### src/rtl/ram_port_arbiter_if.sv
// Bus bundle between the two RAM requesters (panel, CPU), the block RAM and the arbiter.
// The arbiter connects through the slave modport; requesters and the RAM connect through master.
interface ram_port_arbiter_if #(
   parameter int AW = 16,
   parameter int DW = 16
);
   logic          p_req;
   logic          p_we;
   logic [AW-1:0] p_addr;
   logic [DW-1:0] p_wdata;
   logic          p_ack;
   logic [DW-1:0] p_rdata;

   logic          c_req;
   logic          c_we;
   logic [AW-1:0] c_addr;
   logic [DW-1:0] c_wdata;
   logic          c_ack;
   logic [DW-1:0] c_rdata;

   logic [DW-1:0] ram_I;
   logic [DW-1:0] ram_data_O;
   logic [AW-1:0] ram_address;
   logic          wren;
   logic          busy;
   logic          owner;

   modport slave (
      input  p_req, p_we, p_addr, p_wdata,
      input  c_req, c_we, c_addr, c_wdata,
      input  ram_I,
      output p_ack, p_rdata, c_ack, c_rdata,
      output ram_data_O, ram_address, wren, busy, owner
   );

   modport master (
      output p_req, p_we, p_addr, p_wdata,
      output c_req, c_we, c_addr, c_wdata,
      output ram_I,
      input  p_ack, p_rdata, c_ack, c_rdata,
      input  ram_data_O, ram_address, wren, busy, owner
   );
endinterface

### src/rtl/ram_port_arbiter.sv
// Single-port RAM arbiter: serves the front panel and the CPU one transaction at a time,
// with fixed panel priority or round-robin, and returns a one-cycle ack to the winner.
module ram_port_arbiter #(
   parameter int AW         = 16,
   parameter int DW         = 16,
   parameter int RD_LAT     = 1,
   parameter int PANEL_PRIO = 1
) (
   input logic             CLK,
   input logic             RSTN,
   ram_port_arbiter_if.slave bus
);

   typedef enum logic [1:0] {IDLE, WR, RD, DONE} state_t;

   localparam logic [1:0] LAT = 2'(RD_LAT);

   state_t        state, state_nxt;
   logic [1:0]    cnt, cnt_nxt;
   logic          rr_ptr, rr_nxt;
   logic          owner_q, owner_nxt;
   logic          wren_q, wren_nxt;
   logic          p_ack_q, p_ack_nxt;
   logic          c_ack_q, c_ack_nxt;
   logic [AW-1:0] addr_q, addr_nxt;
   logic [DW-1:0] wdata_q, wdata_nxt;
   logic [DW-1:0] p_rdata_q, p_rdata_nxt;
   logic [DW-1:0] c_rdata_q, c_rdata_nxt;

   logic          any_req;
   logic          grant_c;
   logic          grant_we;

   assign any_req = bus.p_req | bus.c_req;

   // rr_ptr = 1 means the CPU takes the next tie; a lone requester always wins.
   generate
      if (PANEL_PRIO != 0) begin : g_fixed
         assign grant_c = bus.c_req & ~bus.p_req;
      end else begin : g_rr
         assign grant_c = bus.c_req & (~bus.p_req | rr_ptr);
      end
   endgenerate

   assign grant_we = grant_c ? bus.c_we : bus.p_we;

   always_comb begin
      state_nxt   = state;
      cnt_nxt     = cnt;
      rr_nxt      = rr_ptr;
      owner_nxt   = owner_q;
      wren_nxt    = 1'b0;
      p_ack_nxt   = 1'b0;
      c_ack_nxt   = 1'b0;
      addr_nxt    = addr_q;
      wdata_nxt   = wdata_q;
      p_rdata_nxt = p_rdata_q;
      c_rdata_nxt = c_rdata_q;

      case (state)
         IDLE: begin
            if (any_req) begin
               owner_nxt = grant_c;
               rr_nxt    = ~grant_c;
               addr_nxt  = grant_c ? bus.c_addr  : bus.p_addr;
               wdata_nxt = grant_c ? bus.c_wdata : bus.p_wdata;
               if (grant_we) begin
                  state_nxt = WR;
                  wren_nxt  = 1'b1;
               end else begin
                  state_nxt = RD;
                  cnt_nxt   = LAT;
               end
            end
         end
         WR: begin
            state_nxt = DONE;
            p_ack_nxt = ~owner_q;
            c_ack_nxt = owner_q;
         end
         RD: begin
            // cnt still holds the remaining latency; the last step captures ram_I.
            if (cnt == 2'd1) begin
               state_nxt = DONE;
               p_ack_nxt = ~owner_q;
               c_ack_nxt = owner_q;
               if (owner_q) c_rdata_nxt = bus.ram_I;
               else         p_rdata_nxt = bus.ram_I;
            end else begin
               cnt_nxt = cnt - 2'd1;
            end
         end
         DONE: state_nxt = IDLE;
         default: state_nxt = IDLE;
      endcase
   end

   always_ff @(posedge CLK or negedge RSTN) begin
      if (!RSTN) begin
         state     <= IDLE;
         cnt       <= 2'd0;
         rr_ptr    <= 1'b0;
         owner_q   <= 1'b0;
         wren_q    <= 1'b0;
         p_ack_q   <= 1'b0;
         c_ack_q   <= 1'b0;
         addr_q    <= '0;
         wdata_q   <= '0;
         p_rdata_q <= '0;
         c_rdata_q <= '0;
      end else begin
         state     <= state_nxt;
         cnt       <= cnt_nxt;
         rr_ptr    <= rr_nxt;
         owner_q   <= owner_nxt;
         wren_q    <= wren_nxt;
         p_ack_q   <= p_ack_nxt;
         c_ack_q   <= c_ack_nxt;
         addr_q    <= addr_nxt;
         wdata_q   <= wdata_nxt;
         p_rdata_q <= p_rdata_nxt;
         c_rdata_q <= c_rdata_nxt;
      end
   end

   assign bus.busy        = (state != IDLE);
   assign bus.owner       = owner_q;
   assign bus.wren        = wren_q;
   assign bus.p_ack       = p_ack_q;
   assign bus.c_ack       = c_ack_q;
   assign bus.p_rdata     = p_rdata_q;
   assign bus.c_rdata     = c_rdata_q;
   assign bus.ram_address = addr_q;
   assign bus.ram_data_O  = wdata_q;

endmodule

### src/flat_wrapper.sv
// flat-port wrapper written by rule: the top's interface ports become plain ports
module ram_port_arbiter_flat 
#(
   parameter int AW         = 16,
   parameter int DW         = 16,
   parameter int RD_LAT     = 1,
   parameter int PANEL_PRIO = 1
)
  (CLK, RSTN, bus_p_req, bus_p_we, bus_p_addr, bus_p_wdata, bus_c_req, bus_c_we, bus_c_addr, bus_c_wdata, bus_ram_I, bus_p_ack, bus_p_rdata, bus_c_ack, bus_c_rdata, bus_ram_data_O, bus_ram_address, bus_wren, bus_busy, bus_owner);
  ram_port_arbiter_if #(.AW(AW), .DW(DW)) bus_i ();
  input logic CLK;
  input logic RSTN;
  input wire logic [$bits(bus_i.p_req)-1:0] bus_p_req;
  input wire logic [$bits(bus_i.p_we)-1:0] bus_p_we;
  input wire logic [$bits(bus_i.p_addr)-1:0] bus_p_addr;
  input wire logic [$bits(bus_i.p_wdata)-1:0] bus_p_wdata;
  input wire logic [$bits(bus_i.c_req)-1:0] bus_c_req;
  input wire logic [$bits(bus_i.c_we)-1:0] bus_c_we;
  input wire logic [$bits(bus_i.c_addr)-1:0] bus_c_addr;
  input wire logic [$bits(bus_i.c_wdata)-1:0] bus_c_wdata;
  input wire logic [$bits(bus_i.ram_I)-1:0] bus_ram_I;
  output wire logic [$bits(bus_i.p_ack)-1:0] bus_p_ack;
  output wire logic [$bits(bus_i.p_rdata)-1:0] bus_p_rdata;
  output wire logic [$bits(bus_i.c_ack)-1:0] bus_c_ack;
  output wire logic [$bits(bus_i.c_rdata)-1:0] bus_c_rdata;
  output wire logic [$bits(bus_i.ram_data_O)-1:0] bus_ram_data_O;
  output wire logic [$bits(bus_i.ram_address)-1:0] bus_ram_address;
  output wire logic [$bits(bus_i.wren)-1:0] bus_wren;
  output wire logic [$bits(bus_i.busy)-1:0] bus_busy;
  output wire logic [$bits(bus_i.owner)-1:0] bus_owner;
  assign bus_i.p_req = bus_p_req;
  assign bus_i.p_we = bus_p_we;
  assign bus_i.p_addr = bus_p_addr;
  assign bus_i.p_wdata = bus_p_wdata;
  assign bus_i.c_req = bus_c_req;
  assign bus_i.c_we = bus_c_we;
  assign bus_i.c_addr = bus_c_addr;
  assign bus_i.c_wdata = bus_c_wdata;
  assign bus_i.ram_I = bus_ram_I;
  assign bus_p_ack = bus_i.p_ack;
  assign bus_p_rdata = bus_i.p_rdata;
  assign bus_c_ack = bus_i.c_ack;
  assign bus_c_rdata = bus_i.c_rdata;
  assign bus_ram_data_O = bus_i.ram_data_O;
  assign bus_ram_address = bus_i.ram_address;
  assign bus_wren = bus_i.wren;
  assign bus_busy = bus_i.busy;
  assign bus_owner = bus_i.owner;
  ram_port_arbiter #(.AW(AW), .DW(DW), .RD_LAT(RD_LAT), .PANEL_PRIO(PANEL_PRIO)) u_core (.CLK(CLK), .RSTN(RSTN), .bus(bus_i));
endmodule
### config.mk
export PLATFORM = sky130hd
export DESIGN_NAME = ram_port_arbiter_flat
export DESIGN_NICKNAME = d
export VERILOG_FILES = /design/src/rtl/ram_port_arbiter_if.sv /design/src/rtl/ram_port_arbiter.sv /design/src/flat_wrapper.sv
export SDC_FILE = /design/constraint.sdc
export NUM_CORES = 1
export LEC_CHECK = 0
export ABC_AREA = 1
export ABC_CLOCK_PERIOD_IN_PS = 2000
export CORE_MARGIN = 4
export CORE_UTILIZATION = 40
export CTS_CLUSTER_SIZE = 20
export DETAILED_ROUTE_END_ITERATION = 8
export PLACE_DENSITY = 0.8
export SLEW_MARGIN = 20
export SYNTH_ARGS = -nofsm -noshare
export SYNTH_HDL_FRONTEND = slang
export SYNTH_SLANG_ARGS = --single-unit
### constraint.sdc
create_clock -name CLK -period 2 [get_ports CLK]
set_clock_uncertainty 0.2 [all_clocks]
set_input_delay 0.4 -clock CLK [delete_from_list [all_inputs] [get_ports CLK]]
set_output_delay 0.4 -clock CLK [all_outputs]
set_load 0.02 [all_outputs]
==> impl_metrics.toml <==
[worst_setup_path]
slowest_delay_ns = 0.41
worstSetupPathType = "flop to output port"
crit_slowest_cell = "dfrtp_1"
arrival_ns = 1.35
path_max_fanout = 4
crit_path_end_kind = "output port"
crit_path_start_kind = "flop"
cp_cell_sequence = "inv_1 > ha_2 > inv_2 > clkdlybuf4s15_2"
cp.required_ns = 1.40

[grt]
grt_pass1_wl_mm = 14.3
antenna_found_initial = 1
grt_start_max_net_pins = 73
grt_pass1_vias = 2887
gr-usage-all-layers_pct = 20.3
overflow = 0

[timing]
finalCritPeriodShare_pct = 97.7
max_slew_margin_pct = 74.5
tightestPinTransition_ns = 0.382
setup_viol = 0
whs_ns = 0.290
max_freq_ghz = 0.512
fin_crit_ns = 1.95
slew_violations = 0
rsz0062_at_grt = "true"
hold_violations = 0
tns_ns = 0

[logic_synthesis]
synth_cell_type_count = 16
synth_area_um2 = 3100
synth_area_leaders = "dfrtp_1 (58%), nand2_1 (10%), o21ai_0 (8.7%), o21ai_1 (7.3%), nor2_1 (4.4%)"
ys_warn_count = 0
synth_top_area_share_pct = 58.1
syn_nets = 447
synth_common_cells = "nand2_1 (84), dfrtp_1 (72), o21ai_0 (54), o21ai_1 (45), nor2_1 (36)"
synth-edff-count = 0
syn-instance-count = 357
avgSynthCellArea_um2 = 8.69
yosysSeqAreaShare_pct = 58.1
synth_seq_cells = 72
async_flop_share_pct = 100
yosysTopAreaCell = "dfrtp_1"
synthMostInstantiatedCell = "nand2_1"
dominantRegCellSynth = "dfrtp_1"

[detailed_routing]
drt-wirelength-per-cell_um = 15.2
drc = 0
drt-vias-per-instance = 4.82
initialDrtViolationCount = 140
wl_mm = 9.40
ant_nets = 0
first_pass_iters = 4
num_vias = 2979

[cts]
clk_latency_ns = 0.34
clk_pin_slew_ns = 0.08
cts_setup_buffers = 0
clockRootBuffer = "clkbuf_8"
numCtsBuffers = 9
htree_levels = 3
ctsLongestPathBuffers = 2
clkSinkCount = 72
cts_tree = "yes"

[floorplan]
initial_core_util_pct = 41.9
core_area_um2 = 7410
rows = 31
dieArea_um2 = 9230
die_x_um = 96.1
ioPinCount = 155
die_y_um = 96.1

[run_status]
status = "finished, final reports clean"

[placed_design]
dp.cells = 601
gp_congestion = 0.797
numPortBuffers = 154
placed_area_um2 = 4760
hpwl_mm = 6.77

[pwr]
leakage_nw = 2.33
p_per_area_nw_per_um2 = 1610
worst_ir_drop_vdd_mv = 0.831

[layout]
area_growth_syn_to_layout_pct = 62.2
drive_above_1_share_pct = 6.94
fin_cells = 618
nFillCells = 575
nets = 604
final_area_um2 = 5030
n_antenna_cell = 0

[flow_run]
maxCapViolCount = 0

[worst_hold_path]
hp-class = "flop to flop"
## through the flow
step                util, %  worst slack [ns]  power (mW)
floorplan                 -             0.450        4.69
global placement       64.3            0.0900        6.60
detailed placement     64.3            0.0358        6.73
CTS                    67.7            0.0203        8.14
global route           67.9           -0.0523        8.62
finish                 67.9            0.0453        8.11
## flip-flops by register name, summed over array words and instances, names as in the netlist
signal                  count
u_core.bus.c_rdata         16
u_core.state                2
u_core.bus.owner            1
u_core.bus.wren             1
u_core.cnt                  2
u_core.bus.p_ack            1
u_core.bus.c_ack            1
u_core.bus.ram_data_O      16
u_core.bus.p_rdata         16
u_core.bus.ram_address     16
## worst max-delay path, delay by kind of cell (launching register included)
kind / cells / cell delay [ns]
buffers and inverters: 3 / 0.38
DFF: 1 / 0.41
adders and majority gates: 1 / 0.22
## cell families after synthesis
kind of cell / share of synthesized area (%)
flops: 58.1
simple gates: 17.1
buf+inv: 7.22
fa+ha+maj: 1.61
compound gates: 16.0
## repair_timing
item                                    in CTS  in global routing
endpoints found under the setup margin       2                  6
hold endpoints to repair                    72                  0
gates cloned                                 0                  0
hold buffers                                 1                  0
gates resized for setup                      4                  4
## power by group
part           internal (mW)  switching (mW)  leakage (nW)
sequential              2.17           0.391         0.881
combinational           1.89            2.24          1.33
clock                  0.836           0.565         0.117
total                   4.90            3.20          2.33
## routing by layer
metal	vias up	wire length, µm	global-route usage [%]
met2	88	4940	34.8
met4	2	178	8.06
met5	-	13	0
li1	1458	-	-
met3	16	605	3.91
met1	1415	3660	25.1
## final cells by class
| cell class | instances | area (µm²) | area share, % |
|---|---|---|---|
| multi-input cells | 235 | 1090 | 21.6 |
| clock buffers | 10 | 128 | 2.54 |
| inverters | 32 | 120 | 2.39 |
| flip-flops and latches | 72 | 1800 | 35.8 |
| well taps | 99 | 124 | 2.46 |
| repair buffers | 164 | 1650 | 32.9 |
| clock inverters | 6 | 115 | 2.29 |
## final timing paths
check                                            start                   endpoint  slack, ns  cells past startpoint
worst max-delay path                   u_core.state[1]                   bus_busy       0.05                      4
worst min-delay path            u_core.bus.p_rdata[13]     u_core.bus.p_rdata[13]       0.29                      2
worst max register to register         u_core.state[1]   u_core.bus.ram_data_O[6]       0.16                      8
worst min register to register  u_core.bus.p_rdata[13]     u_core.bus.p_rdata[13]       0.29                      2
max in group asynchronous                         RSTN  u_core.bus.ram_address[0]       0.87                      3
min in group asynchronous                         RSTN  u_core.bus.ram_data_O[14]       0.41                      3
## placed cells by master, fill, tap and decap left out
cell and n:
inv_6 1, clkbuf_1 1, nand3_1 5, clkinv_4 1
inv_1 28, clkdlybuf4s15_2 1, buf_2 1, ha_1 3
clkinvlp_4 1, buf_4 6, dlygate4sd3_1 1, dlymetal6s2s_1 1
nor2_2 1, nor2_8 1, nor3_1 2, nor2_1 36
dfrtp_1 72, nand2_1 84, clkbuf_8 9, inv_2 4
o21ai_1 45, clkdlybuf4s50_1 150, buf_12 3, dlygate4sd2_1 1
nand2_4 2, nand2_2 1, bufinv_16 3, ha_2 1
o21ai_0 54
(Power assumes the default switching activity.)
